`src/rtl/pe_pkg.sv`:
```
// Shared constants and types for the per-PE weight-memory address path.
package pe_pkg;

  localparam int IDX_W      = 12;
  localparam int MEM_ADDR_W = 14;
  localparam int DATA_W     = 16;
  localparam int HASH_SHIFT = 5;

  typedef enum logic {
    MODE_DENSE = 1'b0,
    MODE_HASH  = 1'b1
  } addr_mode_e;

  // Bank-select width never collapses to zero, even with a single bank.
  function automatic int bank_w(input int nb);
    return (nb > 1) ? $clog2(nb) : 1;
  endfunction

endpackage

```
`src/rtl/w_addr_hash.sv`:
```
// Combinational final address computation (dense or pseudo-hash) and split
// into bank select plus bank-local address.
module w_addr_hash
  import pe_pkg::*;
#(
  parameter int                ADDR_W  = MEM_ADDR_W,
  parameter int                NB      = 2,
  parameter logic [ADDR_W-1:0] SEED    = 'h5A5,
  localparam int               LOG2_NB = $clog2(NB),
  localparam int               BANK_W  = bank_w(NB)
) (
  input  addr_mode_e                  mode,
  input  logic [ADDR_W-1:0]           prod,
  input  logic [ADDR_W-1:0]           lin,
  input  logic [ADDR_W-1:0]           mask,
  input  logic [ADDR_W-1:0]           offset,
  output logic [BANK_W-1:0]           bank,
  output logic [ADDR_W-LOG2_NB-1:0]   bank_addr
);

  logic [ADDR_W-1:0] hashed;
  logic [ADDR_W-1:0] addr;

  always_comb begin
    hashed = (lin ^ (lin >> HASH_SHIFT) ^ SEED) & mask;
    addr   = offset + ((mode == MODE_HASH) ? hashed : prod);
  end

  // Low address bits interleave consecutive words across banks.
  if (LOG2_NB == 0) begin : g_single_bank
    assign bank      = '0;
    assign bank_addr = addr;
  end else begin : g_multi_bank
    assign bank      = addr[LOG2_NB-1:0];
    assign bank_addr = addr[ADDR_W-1:LOG2_NB];
  end

endmodule

```
`src/rtl/w_addr_gen.sv`:
```
// Two-stage weight-SRAM read address generator: S1 computes the index products,
// MEM tracks the token whose SRAM read data is on the bank Q outputs.
module w_addr_gen
  import pe_pkg::addr_mode_e, pe_pkg::MODE_DENSE, pe_pkg::MODE_HASH, pe_pkg::bank_w;
#(
  parameter int                    PE_IDX_W   = 6,
  parameter int                    ACT_ADDR_W = 6,
  parameter int                    IDX_W      = pe_pkg::IDX_W,
  parameter int                    MEM_ADDR_W = pe_pkg::MEM_ADDR_W,
  parameter int                    DATA_W     = pe_pkg::DATA_W,
  parameter int                    NUM_BANKS  = 2,
  parameter logic [MEM_ADDR_W-1:0] HASH_SEED  = 'h5A5,
  localparam int                   LOG2_NB    = $clog2(NUM_BANKS),
  localparam int                   BANK_W     = bank_w(NUM_BANKS),
  localparam int                   LADDR_W    = MEM_ADDR_W - LOG2_NB
) (
  input  logic                  clk,
  input  logic                  rst_n,
  input  logic [PE_IDX_W-1:0]   pe_idx,
  input  logic                  cfg_hash,
  input  logic [MEM_ADDR_W-1:0] cfg_bucket_mask,
  input  logic                  in_valid,
  output logic                  in_ready,
  input  logic [IDX_W-1:0]      in_act_idx,
  input  logic [ACT_ADDR_W-1:0] out_act_addr,
  input  logic [IDX_W-1:0]      col_dim,
  input  logic [MEM_ADDR_W-1:0] w_mem_offset,
  input  logic [DATA_W-1:0]     in_act_value,
  output logic                  out_valid,
  input  logic                  out_ready,
  output logic [DATA_W-1:0]     out_act_value,
  output logic [ACT_ADDR_W-1:0] out_act_addr_mem,
  output logic [BANK_W-1:0]     out_bank,
  output logic [NUM_BANKS-1:0]  w_mem_cen,
  output logic                  w_mem_wen,
  output logic [LADDR_W-1:0]    w_mem_addr,
  output logic [15:0]           rd_cnt,
  output logic                  busy
);

  // S1 (calc) stage
  logic                  s1_valid_q,  s1_valid_d;
  logic [MEM_ADDR_W-1:0] s1_prod_q,   s1_prod_d;
  logic [MEM_ADDR_W-1:0] s1_lin_q,    s1_lin_d;
  addr_mode_e            s1_mode_q,   s1_mode_d;
  logic [MEM_ADDR_W-1:0] s1_mask_q,   s1_mask_d;
  logic [MEM_ADDR_W-1:0] s1_offset_q, s1_offset_d;
  logic [DATA_W-1:0]     s1_value_q,  s1_value_d;
  logic [ACT_ADDR_W-1:0] s1_oaddr_q,  s1_oaddr_d;

  // MEM stage
  logic                  mem_valid_q, mem_valid_d;
  logic [DATA_W-1:0]     mem_value_q, mem_value_d;
  logic [ACT_ADDR_W-1:0] mem_oaddr_q, mem_oaddr_d;
  logic [BANK_W-1:0]     mem_bank_q,  mem_bank_d;

  logic [LADDR_W-1:0]    addr_hold_q, addr_hold_d;
  logic [15:0]           rd_cnt_q,    rd_cnt_d;

  logic                  advance;
  logic                  accept;
  logic [BANK_W-1:0]     issue_bank;
  logic [LADDR_W-1:0]    issue_addr;

  w_addr_hash #(
    .ADDR_W (MEM_ADDR_W),
    .NB     (NUM_BANKS),
    .SEED   (HASH_SEED)
  ) u_hash (
    .mode      (s1_mode_q),
    .prod      (s1_prod_q),
    .lin       (s1_lin_q),
    .mask      (s1_mask_q),
    .offset    (s1_offset_q),
    .bank      (issue_bank),
    .bank_addr (issue_addr)
  );

  always_comb begin
    // NOTE: every variable gets a default first so no path leaves it unassigned (no latches).
    advance  = s1_valid_q && (!mem_valid_q || out_ready);
    in_ready = !s1_valid_q || advance;
    accept   = in_valid && in_ready;

    s1_valid_d  = s1_valid_q;
    s1_prod_d   = s1_prod_q;
    s1_lin_d    = s1_lin_q;
    s1_mode_d   = s1_mode_q;
    s1_mask_d   = s1_mask_q;
    s1_offset_d = s1_offset_q;
    s1_value_d  = s1_value_q;
    s1_oaddr_d  = s1_oaddr_q;
    if (accept) begin
      s1_valid_d  = 1'b1;
      s1_prod_d   = MEM_ADDR_W'(out_act_addr) * MEM_ADDR_W'(col_dim)
                  + MEM_ADDR_W'(in_act_idx);
      s1_lin_d    = MEM_ADDR_W'({out_act_addr, pe_idx}) * MEM_ADDR_W'(col_dim)
                  + MEM_ADDR_W'(in_act_idx);
      s1_mode_d   = cfg_hash ? MODE_HASH : MODE_DENSE;
      s1_mask_d   = cfg_bucket_mask;
      s1_offset_d = w_mem_offset;
      s1_value_d  = in_act_value;
      s1_oaddr_d  = out_act_addr;
    end else if (advance) begin
      s1_valid_d  = 1'b0;
    end

    mem_valid_d = mem_valid_q;
    mem_value_d = mem_value_q;
    mem_oaddr_d = mem_oaddr_q;
    mem_bank_d  = mem_bank_q;
    if (advance) begin
      mem_valid_d = 1'b1;
      mem_value_d = s1_value_q;
      mem_oaddr_d = s1_oaddr_q;
      mem_bank_d  = issue_bank;
    end else if (out_ready) begin
      mem_valid_d = 1'b0;
    end

    // The bank-local address is shared and parks on the last issued read.
    addr_hold_d = advance ? issue_addr : addr_hold_q;
    rd_cnt_d    = (advance && rd_cnt_q != 16'hFFFF) ? rd_cnt_q + 16'd1 : rd_cnt_q;

    w_mem_cen = '1;
    if (advance) w_mem_cen[issue_bank] = 1'b0;
  end

  // NOTE: sequential state uses non-blocking assignments so all flops update together.
  always_ff @(posedge clk or negedge rst_n) begin
    if (!rst_n) begin
      s1_valid_q  <= 1'b0;
      s1_prod_q   <= '0;
      s1_lin_q    <= '0;
      s1_mode_q   <= MODE_DENSE;
      s1_mask_q   <= '0;
      s1_offset_q <= '0;
      s1_value_q  <= '0;
      s1_oaddr_q  <= '0;
      mem_valid_q <= 1'b0;
      mem_value_q <= '0;
      mem_oaddr_q <= '0;
      mem_bank_q  <= '0;
      addr_hold_q <= '0;
      rd_cnt_q    <= '0;
    end else begin
      s1_valid_q  <= s1_valid_d;
      s1_prod_q   <= s1_prod_d;
      s1_lin_q    <= s1_lin_d;
      s1_mode_q   <= s1_mode_d;
      s1_mask_q   <= s1_mask_d;
      s1_offset_q <= s1_offset_d;
      s1_value_q  <= s1_value_d;
      s1_oaddr_q  <= s1_oaddr_d;
      mem_valid_q <= mem_valid_d;
      mem_value_q <= mem_value_d;
      mem_oaddr_q <= mem_oaddr_d;
      mem_bank_q  <= mem_bank_d;
      addr_hold_q <= addr_hold_d;
      rd_cnt_q    <= rd_cnt_d;
    end
  end

  assign w_mem_addr       = addr_hold_d;
  assign w_mem_wen        = 1'b1;
  assign out_valid        = mem_valid_q;
  assign out_act_value    = mem_value_q;
  assign out_act_addr_mem = mem_oaddr_q;
  assign out_bank         = mem_bank_q;
  assign rd_cnt           = rd_cnt_q;
  assign busy             = s1_valid_q | mem_valid_q;

endmodule
```
`config.mk`:
```
export PLATFORM = sky130hd
export DESIGN_NAME = w_addr_gen
export DESIGN_NICKNAME = d
export VERILOG_FILES = /design/src/rtl/pe_pkg.sv /design/src/rtl/w_addr_hash.sv /design/src/rtl/w_addr_gen.sv
export SDC_FILE = /design/constraint.sdc
export NUM_CORES = 1
export LEC_CHECK = 0
export ABC_AREA = 1
export BUFFER_PORTS_ARGS = -buffer_cell sky130_fd_sc_hd__buf_2
export CAP_MARGIN = 5
export CORE_ASPECT_RATIO = 0.8
export CORE_MARGIN = 4
export CORE_UTILIZATION = 35
export DETAILED_ROUTE_END_ITERATION = 8
export SETUP_SLACK_MARGIN = 0.1
export SLEW_MARGIN = 25
export SYNTH_ARGS = -nofsm -noshare
export SYNTH_HDL_FRONTEND = slang
export SYNTH_SLANG_ARGS = --single-unit
export TNS_END_PERCENT = 20
```
`constraint.sdc`:
```
create_clock -name clk -period 3.45 [get_ports clk]
set_input_delay 0.345 -clock clk [delete_from_list [all_inputs] [get_ports clk]]
set_output_delay 0.345 -clock clk [all_outputs]
set_load 0.01 [all_outputs]
```
==> impl_metrics.env <==
export IMPL_via_per_inst=4.49
export IMPL_max_freq_mhz=251
export IMPL_drv_slew=0
export IMPL_whs_ns=0.123
export IMPL_die_width_um=211
export IMPL_cts_made_buffers=17
export IMPL_min_path_type="in2reg"
export IMPL_ant_nets=0
export IMPL_finalHoldViolCount=0
export IMPL_top_usage_layer="met2"
export IMPL_core_rowCount=59
export IMPL_drt_pass1_iterations=4
export IMPL_synth_fa_ha_area_frac=0.274
export IMPL_crit_arrival_ns=4.25
export IMPL_dr_total_vias=9778
export IMPL_grt_use_met3=0.0310
export IMPL_tightestPinTransition_ns=0.867
export IMPL_grt_max_degree=88
export IMPL_ys_seq_area_frac=0.288
export IMPL_min_period_over_period=1.15
export IMPL_fin_util=0.450
export IMPL_hp_start="in_act_value[1]"
export IMPL_cpMaxStageDelayCell="fa_1"
export IMPL_cts_sinks=133
export IMPL_dieHeight_um=171
export IMPL_yosysUniqueCellTypes=35
export IMPL_status="finished, violations left"
export IMPL_violations="setup timing"
export IMPL_path_max_fanout=7
export IMPL_r2r_slack_ns=1.06
export IMPL_die_area_mm2=0.0360
export IMPL_critPathTopFamily="adder cells"
export IMPL_muxShareOfSynthArea=0
export IMPL_dp_hpwl_mm=24.4
export IMPL_synth_seq_cells=133
export IMPL_numPortBuffers=141
export IMPL_track_usage=0.170
export IMPL_grt_setup_unrepaired="true"
export IMPL_htreeDepth=4
export IMPL_skew_ns=0.0119
export IMPL_clkTransAtPathRegs_ns=0.06
export IMPL_routedWlPerCell_um=13.9
export IMPL_end_kind="flip-flop"
export IMPL_drtIter0Drc=602
export IMPL_powerDensity_mw_per_mm2=769
export IMPL_r2r_end="addr_hold_q[11]"
export IMPL_relSlewSlack=0.421
export IMPL_grt_overflow=0
export IMPL_tritoncts="yes"
export IMPL_worstReg2RegStart="s1_lin_q[5]"
export IMPL_drive_above_1_share=0.232
export IMPL_preCtsSetupSlack_ns=-1.13
export IMPL_critPathBufInv=6
export IMPL_maxCapViolCount=0
export IMPL_reg2reg_depth=12
export IMPL_core_mm2=0.0326
export IMPL_synth_nets=1771
export IMPL_period_minus_slack_ns=3.98
export IMPL_antenna_found_initial=0
export IMPL_synth_xor_area_share=0.0409
export IMPL_met2_usage=0.266
export IMPL_clock_tree_buffer_depth=2
export IMPL_ys_warn_count=0
export IMPL_cp_common_cell="fa_1"
export IMPL_syn_instance_count=1500
export IMPL_synth_compound_area_frac=0.0472
export IMPL_synth_top_family_by_area="adder cells"
export IMPL_path_class="in2reg"
export IMPL_postLayoutSetupSlackWorst_ns=-0.534
export IMPL_fin_nets=2008
export IMPL_ioPinCount=143
export IMPL_critical_path_max_stage_delay_ns=0.52
export IMPL_nFillCells=3222
export IMPL_met1_usage=0.250
export IMPL_power_leakage_nw=8.21
export IMPL_seq_area_mm2=0.00333
export IMPL_gp_congestion=0.906
export IMPL_start_kind="primary input"
export IMPL_multi_input_area_mm2=0.00732
export IMPL_area_growth_pct=26.9
export IMPL_crit_chain="buf_12, nand2_4, inv_2, fa_1, inv_1, fa_1, inv_1, fa_1, fa_1, inv_1, fa_1, inv_2, ha_4, nand2_2, nor3_2, nand2_1, o211ai_1, nand2_1, nand2_1, nand2_1, nand3_1, a31oi_1"
export IMPL_synth_simple_area_share=0.238
export IMPL_avgSynthCellArea_um2=7.70
export IMPL_grt_pass1_wl_mm=50.1
export IMPL_final_setup_viol_count=15
export IMPL_n_antenna_cell=0
export IMPL_drt_total_wl_mm=30.2
export IMPL_drc_errors=0
export IMPL_syn_cell_area_mm2=0.0116
export IMPL_min_path_cells=3
export IMPL_start_util=0.355
export IMPL_grt_pass1_vias=9952
export IMPL_cts_root_buf="clkbuf_16"
export IMPL_required_ns=3.71
export IMPL_p_total_w=0.0113
export IMPL_min_to="s1_value_q[1]"
export IMPL_vdd_drop_max_mv=0.550
export IMPL_setup_tns_ns=-4.40
export IMPL_worstSkewPairLatency_ns=0.41
==> cells in the mapped netlist <==
cell        n  area [um^2]
or2_2       6         37.5
inv_1     282         1060
buf_6       1         11.3
fa_1      111         2220
buf_2       5         25.0
dfrtp_1   133         3330
o21ai_1     1         5.00
nand2_2     3         18.8
buf_1       3         11.3
o21ai_0    42          210
ha_1       75          938
a31oi_1     7         43.8
nand3b_1    3         22.5
inv_6       1         8.76
buf_4       5         37.5
o31ai_1     3         22.5
xor2_1     31          272
clkbuf_1   37          139
o21bai_1    3         22.5
a21o_1      3         22.5
nor3_1      7         35.0
nand2_1   547         2050
nor4_4      1         21.3
nand4_1     6         37.5
inv_2       2         7.51
xnor2_1    23          201
nor4_1      1         6.26
nor2_1     51          191
a21oi_1    39          195
o211ai_1    1         7.51
or2_1       1         6.26
conb_1      1         3.75
o21ai_2     1         8.76
nand3_1    63          315
a21boi_1    1         7.51
==> worst reg2reg max path, cell delays in order (launching register included) <==
cell and delay, ns:
dfrtp_1 0.41, xnor2_1 0.15, nand2_1 0.07, a21oi_1 0.09, ha_1 0.27, fa_2 0.41
nand3_1 0.10, nand2_1 0.11, nand3_1 0.12, nand4_1 0.11, or2_2 0.29, nand3_1 0.07
nand2_1 0.07
==> report_power, final <==
group | internal, W | switching [W]
clock | 0.00100 | 0.000720
sequential | 0.00201 | 0.000301
combinational | 0.00331 | 0.00393
==> logic make-up (layout without fill, tap and decap cells) <==
logic type	count (synthesis)	count (layout)
XOR/XNOR	54	54
flip-flops	133	133
buffers and inverters	336	586
other	1	1
adder cells (fa/ha/maj)	186	186
AND/OR/NAND/NOR	689	689
AO/OA/AOI/OAI	101	101
==> how the worst max path moves through the flow <==
stage                           from            to  slack (ns)  cells after the start
final                     col_dim[0]  s1_lin_q[12]       -0.53                     22
after global routing      col_dim[0]  s1_lin_q[12]       -0.69                     22
after global placement    col_dim[0]  s1_lin_q[13]       -1.09                     20
after detailed placement  col_dim[0]  s1_lin_q[13]       -1.13                     20
after floorplan            pe_idx[5]  s1_lin_q[11]       -0.78                     20
after CTS                  pe_idx[5]  s1_lin_q[13]       -0.55                     22
==> area by class of cell <==
type / count / share of cell area
multi-input cells: 1031 / 0.500
clock buffers: 20 / 0.0298
repair buffers: 269 / 0.125
inverters: 285 / 0.0733
well taps: 427 / 0.0364
flip-flops and latches: 133 / 0.227
clock inverters: 12 / 0.00819
==> flip-flops by register name, indices dropped and copies added, names as in the netlist, 13 cells and up <==
signal and count:
s1_offset_q 14, s1_value_q 16, s1_prod_q 14, s1_mask_q 14
addr_hold_q 13, out_act_value 16, rd_cnt 16, s1_lin_q 14
==> per-layer routing <==
metal	vias up	part of all wire
li1	4962	-
met4	0	0.0098
met5	-	0
met1	4618	0.50
met2	182	0.44
met3	16	0.043
==> placed cells by master, fill, tap and decap left out, types with 4 or more instances in the layout <==
cell / Yosys / final
inv_6: 1 / 6
o21ai_0: 42 / 37
fa_2: 0 / 8
inv_2: 2 / 24
or2_2: 6 / 6
buf_12: 0 / 4
clkbuf_16: 0 / 17
fa_1: 111 / 103
xnor2_1: 23 / 22
buf_2: 5 / 123
ha_4: 0 / 13
clkinvlp_4: 0 / 5
a21oi_1: 39 / 29
nor2_1: 51 / 47
buf_8: 0 / 4
xor2_1: 31 / 29
nand2_2: 3 / 20
inv_1: 282 / 260
nand3_1: 63 / 60
nand2_1: 547 / 526
o21ai_1: 1 / 5
dfrtp_1: 133 / 132
buf_6: 1 / 12
a21oi_2: 0 / 10
buf_4: 5 / 124
nand4_1: 6 / 6
nand2_4: 0 / 4
a31oi_1: 7 / 6
ha_1: 75 / 60
==> per-stage QoR <==
step / std cells / area [um^2]
after global routing: 2177 / 14700
after detailed placement: 2142 / 13600
after global placement: 2142 / 13600
final: 2177 / 14700
after CTS: 2176 / 14500
after floorplan: 1500 / 11800
==> repair_timing <==
| item | 4_1_cts | 5_1_grt |
|---|---|---|
| gates resized for setup | 69 | 55 |
| buffers inserted | 2 | 1 |
| endpoints found under the setup margin | 19 | 26 |
| hold endpoints to repair | 54 | 0 |
| pin swaps | 24 | 25 |
| hold buffers | 1 | 0 |
Note: power is estimated with default switching activity, not from simulation.
